## src/rtl/note_pkg.sv

```systemverilog
// note_pkg: note codes and half-period intervals shared by the note decoder and tone detector.
package note_pkg;

    localparam logic [2:0] NOTE_C4 = 3'b000;
    localparam logic [2:0] NOTE_D4 = 3'b001;
    localparam logic [2:0] NOTE_E4 = 3'b011;
    localparam logic [2:0] NOTE_F4 = 3'b100;
    localparam logic [2:0] NOTE_G4 = 3'b110;
    localparam logic [2:0] NOTE_A4 = 3'b101;
    localparam logic [2:0] NOTE_B4 = 3'b010;
    localparam logic [2:0] NOTE_C5 = 3'b111;

    localparam logic [15:0] HALF_C4 = 16'd22940;
    localparam logic [15:0] HALF_D4 = 16'd20434;
    localparam logic [15:0] HALF_E4 = 16'd18204;
    localparam logic [15:0] HALF_F4 = 16'd17190;
    localparam logic [15:0] HALF_G4 = 16'd15306;
    localparam logic [15:0] HALF_A4 = 16'd13636;
    localparam logic [15:0] HALF_B4 = 16'd12148;
    localparam logic [15:0] HALF_C5 = 16'd11471;

    typedef struct packed {
        logic       hit;
        logic [2:0] code;
    } match_t;

    function automatic logic [15:0] note_half_interval(input logic [2:0] note);
        case (note)
            NOTE_C4: return HALF_C4;
            NOTE_D4: return HALF_D4;
            NOTE_E4: return HALF_E4;
            NOTE_F4: return HALF_F4;
            NOTE_G4: return HALF_G4;
            NOTE_A4: return HALF_A4;
            NOTE_B4: return HALF_B4;
            default: return HALF_C5;
        endcase
    endfunction

endpackage

```

## src/rtl/tone_sync_edge.sv

```systemverilog
// tone_sync_edge: two-flop synchronizer plus history flop, flags a rising edge of tone_in.
module tone_sync_edge (
    input  logic clk,
    input  logic rst,
    input  logic tone_in,
    output logic rise
);

    logic s1, s2, s3;

    always_ff @(posedge clk or posedge rst) begin
        if (rst) begin
            s1 <= 1'b0;
            s2 <= 1'b0;
            s3 <= 1'b0;
        end else begin
            s1 <= tone_in;
            s2 <= s1;
            s3 <= s2;
        end
    end

    assign rise = s2 & ~s3;

endmodule

```

## src/rtl/tone_detector.sv

```systemverilog
// tone_detector: measures tone_in rise-to-rise period and locks onto the matching note code.
module tone_detector
    import note_pkg::*;
#(
    parameter int TOL         = 256,
    parameter int MATCH_COUNT = 2,
    parameter int TIMEOUT     = 65536
) (
    input  logic        clk,
    input  logic        rst,
    input  logic        tone_in,
    output logic [2:0]  note,
    output logic        note_valid,
    output logic        note_change,
    output logic [16:0] period
);

    localparam int              RW      = $clog2(MATCH_COUNT + 1);
    localparam logic [RW-1:0]   RUN_MAX = RW'(MATCH_COUNT);
    localparam logic [16:0]     CNT_MAX = 17'(TIMEOUT);
    localparam logic [1:0]      IDLE    = 2'd0;
    localparam logic [1:0]      MEASURE = 2'd1;
    localparam logic [1:0]      LOCKED  = 2'd2;

    logic          rise;
    logic [1:0]    state;
    logic [16:0]   cnt;
    logic [RW-1:0] run, run_next;
    logic [2:0]    cand;
    match_t        m;

    // Widened to 18 bits so nominal+/-TOL never wraps.
    function automatic match_t classify(input logic [16:0] p);
        match_t      r;
        logic [17:0] nom;
        r = '0;
        for (int i = 0; i < 8; i++) begin
            nom = {1'b0, note_half_interval(3'(i)), 1'b0};
            if ({1'b0, p} + 18'(TOL) >= nom && {1'b0, p} <= nom + 18'(TOL))
                r = '{hit: 1'b1, code: 3'(i)};
        end
        return r;
    endfunction

    tone_sync_edge u_sync (
        .clk(clk),
        .rst(rst),
        .tone_in(tone_in),
        .rise(rise)
    );

    always_comb begin
        m = classify(cnt);
        run_next = !m.hit ? '0 : m.code != cand ? RW'(1) : run == RUN_MAX ? run : run + 1'b1;
    end

    always_ff @(posedge clk or posedge rst) begin
        if (rst) begin
            state       <= IDLE;
            cnt         <= '0;
            run         <= '0;
            cand        <= '0;
            note        <= '0;
            note_valid  <= 1'b0;
            note_change <= 1'b0;
            period      <= '0;
        end else begin
            note_change <= 1'b0;
            cnt <= rise ? 17'd1 : cnt == CNT_MAX ? cnt : cnt + 1'b1;
            if (rise && state == IDLE) begin
                state <= MEASURE;
            end else if (rise) begin
                period <= cnt;
                run    <= run_next;
                if (m.hit)
                    cand <= m.code;
                if (!m.hit && state == LOCKED) begin
                    note_valid <= 1'b0;
                    state      <= MEASURE;
                end else if (run_next == RUN_MAX && (state == MEASURE || m.code != note)) begin
                    note        <= m.code;
                    note_valid  <= 1'b1;
                    note_change <= 1'b1;
                    state       <= LOCKED;
                end
            end else if (state != IDLE && cnt == CNT_MAX) begin
                note_valid <= 1'b0;
                run        <= '0;
                state      <= IDLE;
            end
        end
    end

endmodule
```

## config.mk

```make
export PLATFORM = sky130hd
export DESIGN_NAME = tone_detector
export DESIGN_NICKNAME = d
export VERILOG_FILES = /design/src/rtl/note_pkg.sv /design/src/rtl/tone_sync_edge.sv /design/src/rtl/tone_detector.sv
export SDC_FILE = /design/constraint.sdc
export NUM_CORES = 1
export LEC_CHECK = 0
export CAP_MARGIN = 25
export CORE_ASPECT_RATIO = 1.1
export CORE_MARGIN = 8
export CORE_UTILIZATION = 60
export DETAILED_ROUTE_END_ITERATION = 10
export HOLD_SLACK_MARGIN = 0.15
export PLACE_DENSITY = 0.89
export SETUP_SLACK_MARGIN = 0.02
export SLEW_MARGIN = 30
export SYNTH_ARGS = -nofsm -noshare
export SYNTH_HDL_FRONTEND = slang
export SYNTH_HIERARCHICAL = 1
export SYNTH_SLANG_ARGS = --single-unit
```

## constraint.sdc

```tcl
create_clock -name clk -period 11.1 [get_ports clk]
set_clock_uncertainty 0.2 [all_clocks]
set_input_delay 1.11 -clock clk [delete_from_list [all_inputs] [get_ports clk]]
set_output_delay 1.11 -clock clk [all_outputs]
set_load 0.01 [all_outputs]
```

# Word-level counts from Yosys, hierarchy flattened
# Index checks and enable logic that the tools add are counted.
# totals
ff_bits	49
out_inout_bits	22
elab_cells	95
# classes
add_sub_neg	3
order_cmp	16
n_eq_ne	10
muxes	27
bitwise	4
reduce_logical	24
# op_table
operator	count
>= comparator 18 x 15 -> 1 bit (second input constant)	4
>= comparator 18 x 16 -> 1 bit (second input constant)	4
<= comparator 17 x 15 -> 1 bit (second input constant)	4
<= comparator 17 x 16 -> 1 bit (second input constant)	4
two-way mux 17 bit	2
two-way mux 4 bit	8
adder 17 x 9 -> 18 bit (second input constant)	1
two-way mux 2 bit	9
adder 17 x 1 -> 17 bit (second input constant)	1
== test 17 bit (second input constant)	1
logical AND 1 bit	12
two-way mux 1 bit	8
== test 2 bit (second input constant)	3
inequality test 3 bit	2
AND reduction 2 bit	3
AND reduction 3 bit	2
inequality test 4 x 1 -> 1 bit (second input constant)	1
AND reduction 4 bit	1
nonzero test 2 bit	2
inequality test 3 x 1 -> 1 bit (second input constant)	1
inverter 1 bit	3
nonzero test 3 bit	1
adder 2 x 1 -> 2 bit (second input constant)	1
== test 2 x 1 -> 1 bit (second input constant)	1
5 further kinds	5

# Longest topological paths before layout
# Gate-level depths: netlist (run 1).
# logic_depth
word_depth	20
ltp_mapped	13
depth_no_buf	12

# By module
# Netlist (run 1), hierarchy kept.
# modules_own_cells
mod	n_inst	cells_per_inst	area_each_um2	seq_area_each_um2
tone_detector	1	380	3429.5	1151.1
tone_sync_edge	1	5	92.6	75.1

# Worst setup path before layout (run 1)
# Ideal clock, no wire load.
# synth_path
kind	register -> register
startpoint	register cnt[9]
endpoint	register note[1]
setup_time_ns	0.128
arrival_ns	3.378
t_required_ns	10.772
path_slack_ns	7.394
path_stages_with_launch	14
path_buffers	1
path_cell_list	dfrtp_1 buf_4 inv_1 ha_1 or4b_1 nand4bb_1 a311oi_1 o311a_1 a21oi_2 xnor2_1 or3_1 a31o_1 nor4_2 mux2_1
# synth_between
elab_chain_len	16
elab_cells_between_ends	44
classes_between	add/sub: 1; order compare: 16; eq/ne: 3; mux: 10; bitwise: 1; reduce/logical: 13
# synth_lines
element	line	text
from (decl)	tone_detector.sv:27	logic [16:0] cnt;
from (signal assigned)	tone_detector.sv:69	cnt <= rise ? 17'd1 : cnt == CNT_MAX ? cnt : cnt + 1'b1;
adder 17 x 9 -> 18 bit	tone_detector.sv:39	if ({1'b0, p} + 18'(TOL) >= nom && {1'b0, p} <= nom + 18'(TOL))
>= comparator 18 x 16 -> 1 bit	tone_detector.sv:39	
logical AND 1 bit	tone_detector.sv:39	
two-way mux 4 bit (6 in a row)	tone_detector.sv:39	
two-way mux 4 bit (*)	tone_detector.sv:39	
inequality test 3 bit	tone_detector.sv:54	run_next = !m.hit ? '0 : m.code != cand ? RW'(1) : run == RUN_MAX ? run : run + 1'b1;
two-way mux 2 bit (2 in a row)	tone_detector.sv:54	
== test 2 bit	tone_detector.sv:80	end else if (run_next == RUN_MAX && (state == MEASURE || m.code != note)) begin
logical AND 1 bit	tone_detector.sv:80	
AND reduction 4 bit (no source line)	--	
to (signal assigned)	tone_detector.sv:81	note <= m.code;
to (decl)	tone_detector.sv:12	output logic [2:0] note,
# Mark *: on every way between the ends. The rest lies on a longest branch, timed or not.
# A chain may end at the register's enable or synchronous reset.

# Worst setup path in the final report (run 1)
# layout_path
startpoint	register cnt[8]
endpoint	register note[2]
# Same word-level chain as after synthesis.

==> results of run 1 <==
power by group through the flow:
| stage | registers (mW) | clock network, mW | logic [mW] |
|---|---|---|---|
| 4_1_cts | 0.221 | 0.118 | 0.0742 |
| 5_1_grt | 0.225 | 0.124 | 0.0818 |
| 6_report | 0.222 | 0.116 | 0.0737 |
| 2_1_floorplan | 0.212 | 0 | 0.0597 |
| 3_3_place_gp | 0.224 | 0 | 0.0707 |
| 3_5_place_dp | 0.225 | 0 | 0.0740 |
critical path, stage by stage, from the launching register on:
cell	delay (ps)
dfrtp_1	750
inv_1	260
ha_1	370
or4b_1	490
nand4bb_1	230
a311oi_1	360
o311a_1	230
a21oi_2	70
xnor2_1	130
or3_1	320
a31o_1	250
nor4_2	380
mux2_1	380
cell families (layout without fill, tap and decap cells):
kind of cell	after synthesis	in the layout
simple gates	156	156
compound gates	85	85
flops	49	49
buf+inv	46	50
xor+xnor	26	26
mux	16	16
fa+ha+maj	7	7
cell type report:
class                   count  share of cell area
multi-input cells         290               0.545
flip-flops and latches     49               0.322
repair buffers             24              0.0630
well taps                  77              0.0253
clock buffers               5              0.0181
inverters                  18              0.0181
clock inverters             3             0.00886
synth_stat cells (6+ instances only):
library cell	n
clkbuf_1	9
nor2_1	35
xnor2_1	18
o21ai_0	12
nand4_1	7
ha_1	7
nand3_1	15
mux2_2	11
xor2_1	7
buf_4	6
buf_2	9
a31oi_1	6
a21oi_1	9
dfrtp_1	49
nand2_1	33
nor3_1	10
inv_1	17
or3_1	6
registers in the layout, summed over array words and instances (netlist names), 2 cells and up:
name,cells
state,2
run,2
cnt,17
cand,3
note,3
period,17
layer usage:
layer,vias to the layer above,track usage,routed length (µm)
met3,20,0.0444,467
met5,-,0,0
li1,1408,-,-
met1,1459,0.277,3900
met2,121,0.389,4650
met4,0,0.0777,251
metrics by stage:
stage	cell area (µm²)	utilization	total power [mW]	cells
floorplan	3520	-	0.271	385
global placement	3690	0.644	0.295	458
detailed placement	3700	0.645	0.299	458
CTS	3800	0.663	0.413	466
global route	3810	0.665	0.431	466
finish	3810	0.665	0.412	466
path summary, 6_finish.rpt:
kind | from | cells past startpoint | endpoint
max | cnt[8]$_DFFE_PP0P_ | 12 | note[2]$_DFFE_PP0P_
min | u_sync/s1$_DFF_PP0_ | 0 | u_sync/s2$_DFF_PP0_
max reg2reg | cnt[8]$_DFFE_PP0P_ | 12 | note[2]$_DFFE_PP0P_
min reg2reg | u_sync/s1$_DFF_PP0_ | 0 | u_sync/s2$_DFF_PP0_
max in group asynchronous | rst | 2 | cnt[16]$_DFFE_PP0P_
min in group asynchronous | rst | 2 | u_sync/s3$_DFF_PP0_
==> results by group, run 1 <==
Run status
  – Outcome: finished, final reports clean

Synthesis
  – Warnings from Yosys: 6
  – Syn avg cell area: ~9.1 µm²
  – Synth async-reset ratio: 1.00
  – Post-Synth XOR/XNOR Area: 0.0668
  – Sequential cell area fraction in the yosys report: 0.348
  – Post-synthesis mux area share: 0.0501
  – Synth Register Bits: slightly below 50
  – EDFF count, synth: 0
  – Synth area leaders: dfrtp_1 (35%), xnor2_1 (4.5%), nor2_1 (3.7%)
  – Area leader, netlist: dfrtp_1
  – Post-synthesis net count: around 400
  – Synth Area in Simple Gates: 0.250
  – Cell area after synthesis: about 3500 µm²
  – Post-synth top flop: dfrtp_1
  – Post-synthesis adder-cell area fraction: 0.0249
  – Largest family of logic cells by synthesized area: simple AND/OR/NAND/NOR gates
  – Synth Area in Compound Gates: 0.193
  – Library cells used by synthesis: between 80 and 90
  – Share of Yosys cell area claimed by the top area cell type: 0.348
  – Syn Inst Count: approximately 390

CTS
  – CTS tree: yes
  – Clk root buf: clkbuf_8
  – Clk buf depth: 2
  – Clk_lat worst skew: 310 ps
  – Cts hold-fix bufs: 0
  – Post-CTS Resized: 0
  – Clk slew on worst S/H paths: 110 ps
  – CTS buffer count: 5
  – Postcts setup bufs: 0
  – CTS H-tree depth: 2
  – Sinks on Clock Net: 49

STA
  – Final Hold Fails: 0
  – Setup TNS: 0 ps
  – Relative slew margins: 0.473
  – Tmin final: around 4600 ps
  – Hold slack: about 160 ps
  – Max Freq: 220 MHz
  – # setup viols final: 0
  – Max Slew Vio Count: 0
  – Worst-margin pin slew: a little under 800 ps
  – RSZ-0062 raised after global routing: no
  – Fin crit share: 0.410
  – Final WS setup: 6550 ps

Power
  – Leakage power: approximately 1.5 nW
  – Power Density: roughly 110 nW/µm²
  – Pint: 0.277 mW
  – Clock network power share: 0.281
  – Switching share of total power: 0.329
  – Net Switching: 0.135 mW
  – Comb power frac: 0.179
  – Worst vdd ir: ~130 µV
  – Sequential Power Share: 0.540

Floorplanning
  – Die area: 8580 µm²
  – Die Ht: slightly below 100 µm
  – Ports: 25
  – Die width: 89.1 µm
  – Core area: ~5700 µm²
  – FP Rows: 29
  – Initial Util: 0.614

Layout
  – Area grow syn2layout: 8.21%
  – Leading cell types in the layout, fill and taps excluded: dfrtp_1 (49), nor2_1 (35), nand2_1 (33), clkdlybuf4s50_1 (24), xnor2_1 (18)
  – Ant. Diodes: 0
  – Commonest non-fill, non-tap cell in the layout: dfrtp_1
  – Final #Nets: between 300 and 400
  – Register area: 1230 µm²
  – Fillers: just under 500
  – Share of cells above drive strength 1: 0.113
  – Multi-input gate area: between 2000 and 2500 µm²

Detailed routing
  – Detailed-route via count: 3008
  – Post-route ant nets: 0
  – Total Routed Length: 9260 µm
  – Vias per cell: approximately 6.5
  – DR DRC count: 0
  – Avg WL per Cell: 19.9 µm
  – First-pass DRT Iterations: 5
  – 1st-iter DRT viols: around 190

Critical path
  – Setup CP Type: flop to flop
  – FF-to-FF setup slack: 6550 ps
  – Critical Path Fanout Max: 19
  – Worst EP required: 11090 ps
  – Crit end category: flop
  – Startpoint types: flop
  – CP arrival: roughly 4500 ps

Global route
  – Vias in the first global route: ~3000
  – Gr usage total: 0.227
  – Antenna violations before repair: 0
  – Congestion Overflow GR: 0
  – Pin count of the biggest net entering global routing: 47
  – First-pass GRT wire length: 15100 µm

Hold path
  – Hold Crit Class: flop to flop

Place
  – Routability cong.: just under 1
  – Hpwl dp: 6700 µm
  – IO buf count: 24
  – Dpl ws: approximately 6700 ps

Flow run
  – Max cap viols: 0
(Power assumes the default switching activity.)
==> run 2, diff against run 1 <==
--- a/config.mk
+++ b/config.mk
@@ -8,10 +8,10 @@
 export CAP_MARGIN = 25
 export CORE_ASPECT_RATIO = 1.1
 export CORE_MARGIN = 8
-export CORE_UTILIZATION = 60
+export CORE_UTILIZATION = 54
 export DETAILED_ROUTE_END_ITERATION = 10
 export HOLD_SLACK_MARGIN = 0.15
-export PLACE_DENSITY = 0.89
+export PLACE_DENSITY = 0.85
 export SETUP_SLACK_MARGIN = 0.02
 export SLEW_MARGIN = 30
 export SYNTH_ARGS = -nofsm -noshare
==> constraint.sdc (replaced) <==
create_clock -name clk -period 4 [get_ports clk]
set_clock_uncertainty 0.2 [all_clocks]
set_input_delay 0.4 -clock clk [delete_from_list [all_inputs] [get_ports clk]]
set_output_delay 0.4 -clock clk [all_outputs]
set_load 0.01 [all_outputs]
==> run 2 against run 1 <==
  * Register-to-register slack worse by 6400 ps
  * Cell count increased by 6.2%
  * Worst hold slack better by 5.6 ps
  * Wire length increased by 4.0%
  * Count of clock-buffer cells in the layout is the same
  * Flip-flop and latch count did not move
==> results by group, run 2 (synthesized netlist as in run 1, its figures left out) <==
STA
  – Max Freq: about 260 MHz
  – RSZ-0062 raised after global routing: no
  – Fin crit share: 0.951
  – Max Slew Vio Count: 0
  – Relative slew margins: 0.446
  – Final Hold Fails: 0
  – Tmin final: ~3800 ps
  – # setup viols final: 0
  – Worst-margin pin slew: between 800 and 900 ps
  – Setup TNS: 0 ps
  – Final WS setup: slightly below 200 ps

Layout
  – Share of cells above drive strength 1: 0.162
  – Ant. Diodes: 0
  – Area grow syn2layout: 14.3%
  – Multi-input gate area: around 2100 µm²
  – Post-Layout Inst Area: 4030 µm²
  – Registers with the most flip-flops: cnt: 17 flops, period: 17 flops
  – Commonest non-fill, non-tap cell in the layout: dfrtp_1
  – Leading cell types in the layout, fill and taps excluded: dfrtp_1 (49), nor2_1 (35), nand2_1 (33), clkdlybuf4s50_1 (24), buf_4 (23)
  – Register area: between 1000 and 1500 µm²
  – Final #Nets: roughly 420
  – Non-filler cells, final: ~500
  – Fillers: 552

Critical path
  – CP peak stage delay: approximately 550 ps
  – Worst path bufs/invs: 1
  – Startpoint types: flop
  – Most common cell on crit path: or3_1
  – CP max stage cell: dfrtp_1
  – CP cell instances: buf_4 -> or3_1 -> or3_1 -> o32ai_1 -> a22oi_1 -> o21bai_1 -> a221oi_4 -> xnor2_1 -> a31o_1 -> nor4_4 -> mux2_1
  – Worst EP required: around 4000 ps
  – Critical Path Fanout Max: 11
  – Setup CP Type: flop to flop
  – CP arrival: between 3000 and 4000 ps
  – Crit path max-delay family: compound AO/OA/AOI/OAI gates
  – Crit end category: flop

Global route
  – Met1 GRT Util: 0.241
  – Antenna violations before repair: 0
  – First-pass GRT wire length: approximately 16000 µm
  – Vias in the first global route: approximately 3200
  – Congestion Overflow GR: 0
  – Pin count of the biggest net entering global routing: 47
  – Met3 Use GR: 0.0425
  – Gr usage total: 0.211
  – Most Crowded Layer GR: met2
  – Met2 Track Usage GR: 0.372

Place
  – IO buf count: 24
  – Placed insts: between 400 and 500
  – Routability cong.: 0.982
  – Dpl ws: about 140 ps
  – Hpwl dp: ~7100 µm
  – Post-place instance area: 3860 µm²

CTS
  – Clk buf depth: 2
  – Sinks on Clock Net: 49
  – CTS buffer count: 5
  – CTS H-tree depth: 2
  – Clk root buf: clkbuf_8
  – Clk_lat worst skew: ~320 ps
  – Clk slew on worst S/H paths: approximately 110 ps
  – CTS tree: yes

Detailed routing
  – DR DRC count: 0
  – First-pass DRT Iterations: 8
  – Vias per cell: around 6.4
  – Detailed-route via count: between 3000 and 4000
  – 1st-iter DRT viols: roughly 280
  – Post-route ant nets: 0
  – Total Routed Length: just under 10000 µm
  – Avg WL per Cell: slightly below 20 µm

Power
  – Leakage power: 1.66 nW
  – Power Density: ~290 nW/µm²
  – Worst vdd ir: ~240 µV

Floorplanning
  – Core area: roughly 6400 µm²
  – Die Ht: slightly above 100 µm
  – Initial Util: 0.547
  – Die area: 9370 µm²
  – Ports: 25
  – FP Rows: 31
  – Die width: between 90 and 100 µm

Hold path
  – Hold Crit Class: flop to flop

Flow run
  – Max cap viols: 0

Run status
  – Outcome: finished, final reports clean
run 2: cell count changes in the layout (fill, tap and decap cells not counted), sizes merged:
cell,delta
dlygate4sd3,+1
buf,+23
run 2: power by group:
group | switching [mW] | internal, mW | total [mW] | leakage, nW
sequential | 0.0452 | 0.535 | 0.580 | 0.664
combinational | 0.147 | 0.122 | 0.269 | 0.946
clock | 0.193 | 0.131 | 0.323 | 0.0511
run 2: repair_timing:
item / in CTS / in global routing
resized for setup: 0 / 4
endpoints found under the hold margin: 3 / 0
endpoints found under the setup margin: 0 / 5
hold buffers: 1 / 0
setup buffers: 0 / 1
run 2: path summary, 6_finish.rpt:
| kind | startpoint | endpoint | slack (ps) | depth (start not counted) |
|---|---|---|---|---|
| setup / recovery | cnt[11]$_DFFE_PP0P_ | note[2]$_DFFE_PP0P_ | 200 | 11 |
| hold / removal | u_sync/s1$_DFF_PP0_ | u_sync/s2$_DFF_PP0_ | 170 | 0 |
| setup reg to reg | cnt[11]$_DFFE_PP0P_ | note[2]$_DFFE_PP0P_ | 200 | 11 |
| hold reg to reg | u_sync/s1$_DFF_PP0_ | u_sync/s2$_DFF_PP0_ | 170 | 0 |
| max in group asynchronous | rst | cnt[12]$_DFFE_PP0P_ | 2180 | 3 |
| min in group asynchronous | rst | u_sync/s1$_DFF_PP0_ | 640 | 3 |
run 2: area by class of cell:
class,instances,area share
Clock inverter,3,0.00839
Tap cell,82,0.0255
Clock buffer,5,0.0171
Sequential cell,49,0.305
Timing Repair Buffer,48,0.105
Multi-Input combinational cell,290,0.522
Inverter,18,0.0171
run 2: layer usage:
metal,share of wire,routed length [µm]
met3,0.063,605
met1,0.40,3880
met5,0,0
met4,0.034,332
met2,0.50,4810
run 2: through the flow:
| stage | hold slack, ps | power (mW) | utilization |
|---|---|---|---|
| 4_1_cts | 170 | 1.17 | 0.618 |
| 3_3_place_gp | 137 | 0.839 | 0.600 |
| 2_1_floorplan | -46.4 | 0.753 | - |
| 3_5_place_dp | 144 | 0.851 | 0.600 |
| 5_1_grt | 186 | 1.22 | 0.625 |
| 6_report | 168 | 1.17 | 0.625 |
run 2: worst register-to-register path: stages (launching register included):
cell and delay, ps:
dfrtp_1 550, buf_4 240, or3_1 420, or3_1 340
o32ai_1 270, a22oi_1 180, o21bai_1 270, a221oi_4 120
xnor2_1 170, a31o_1 250, nor4_4 310, mux2_1 360
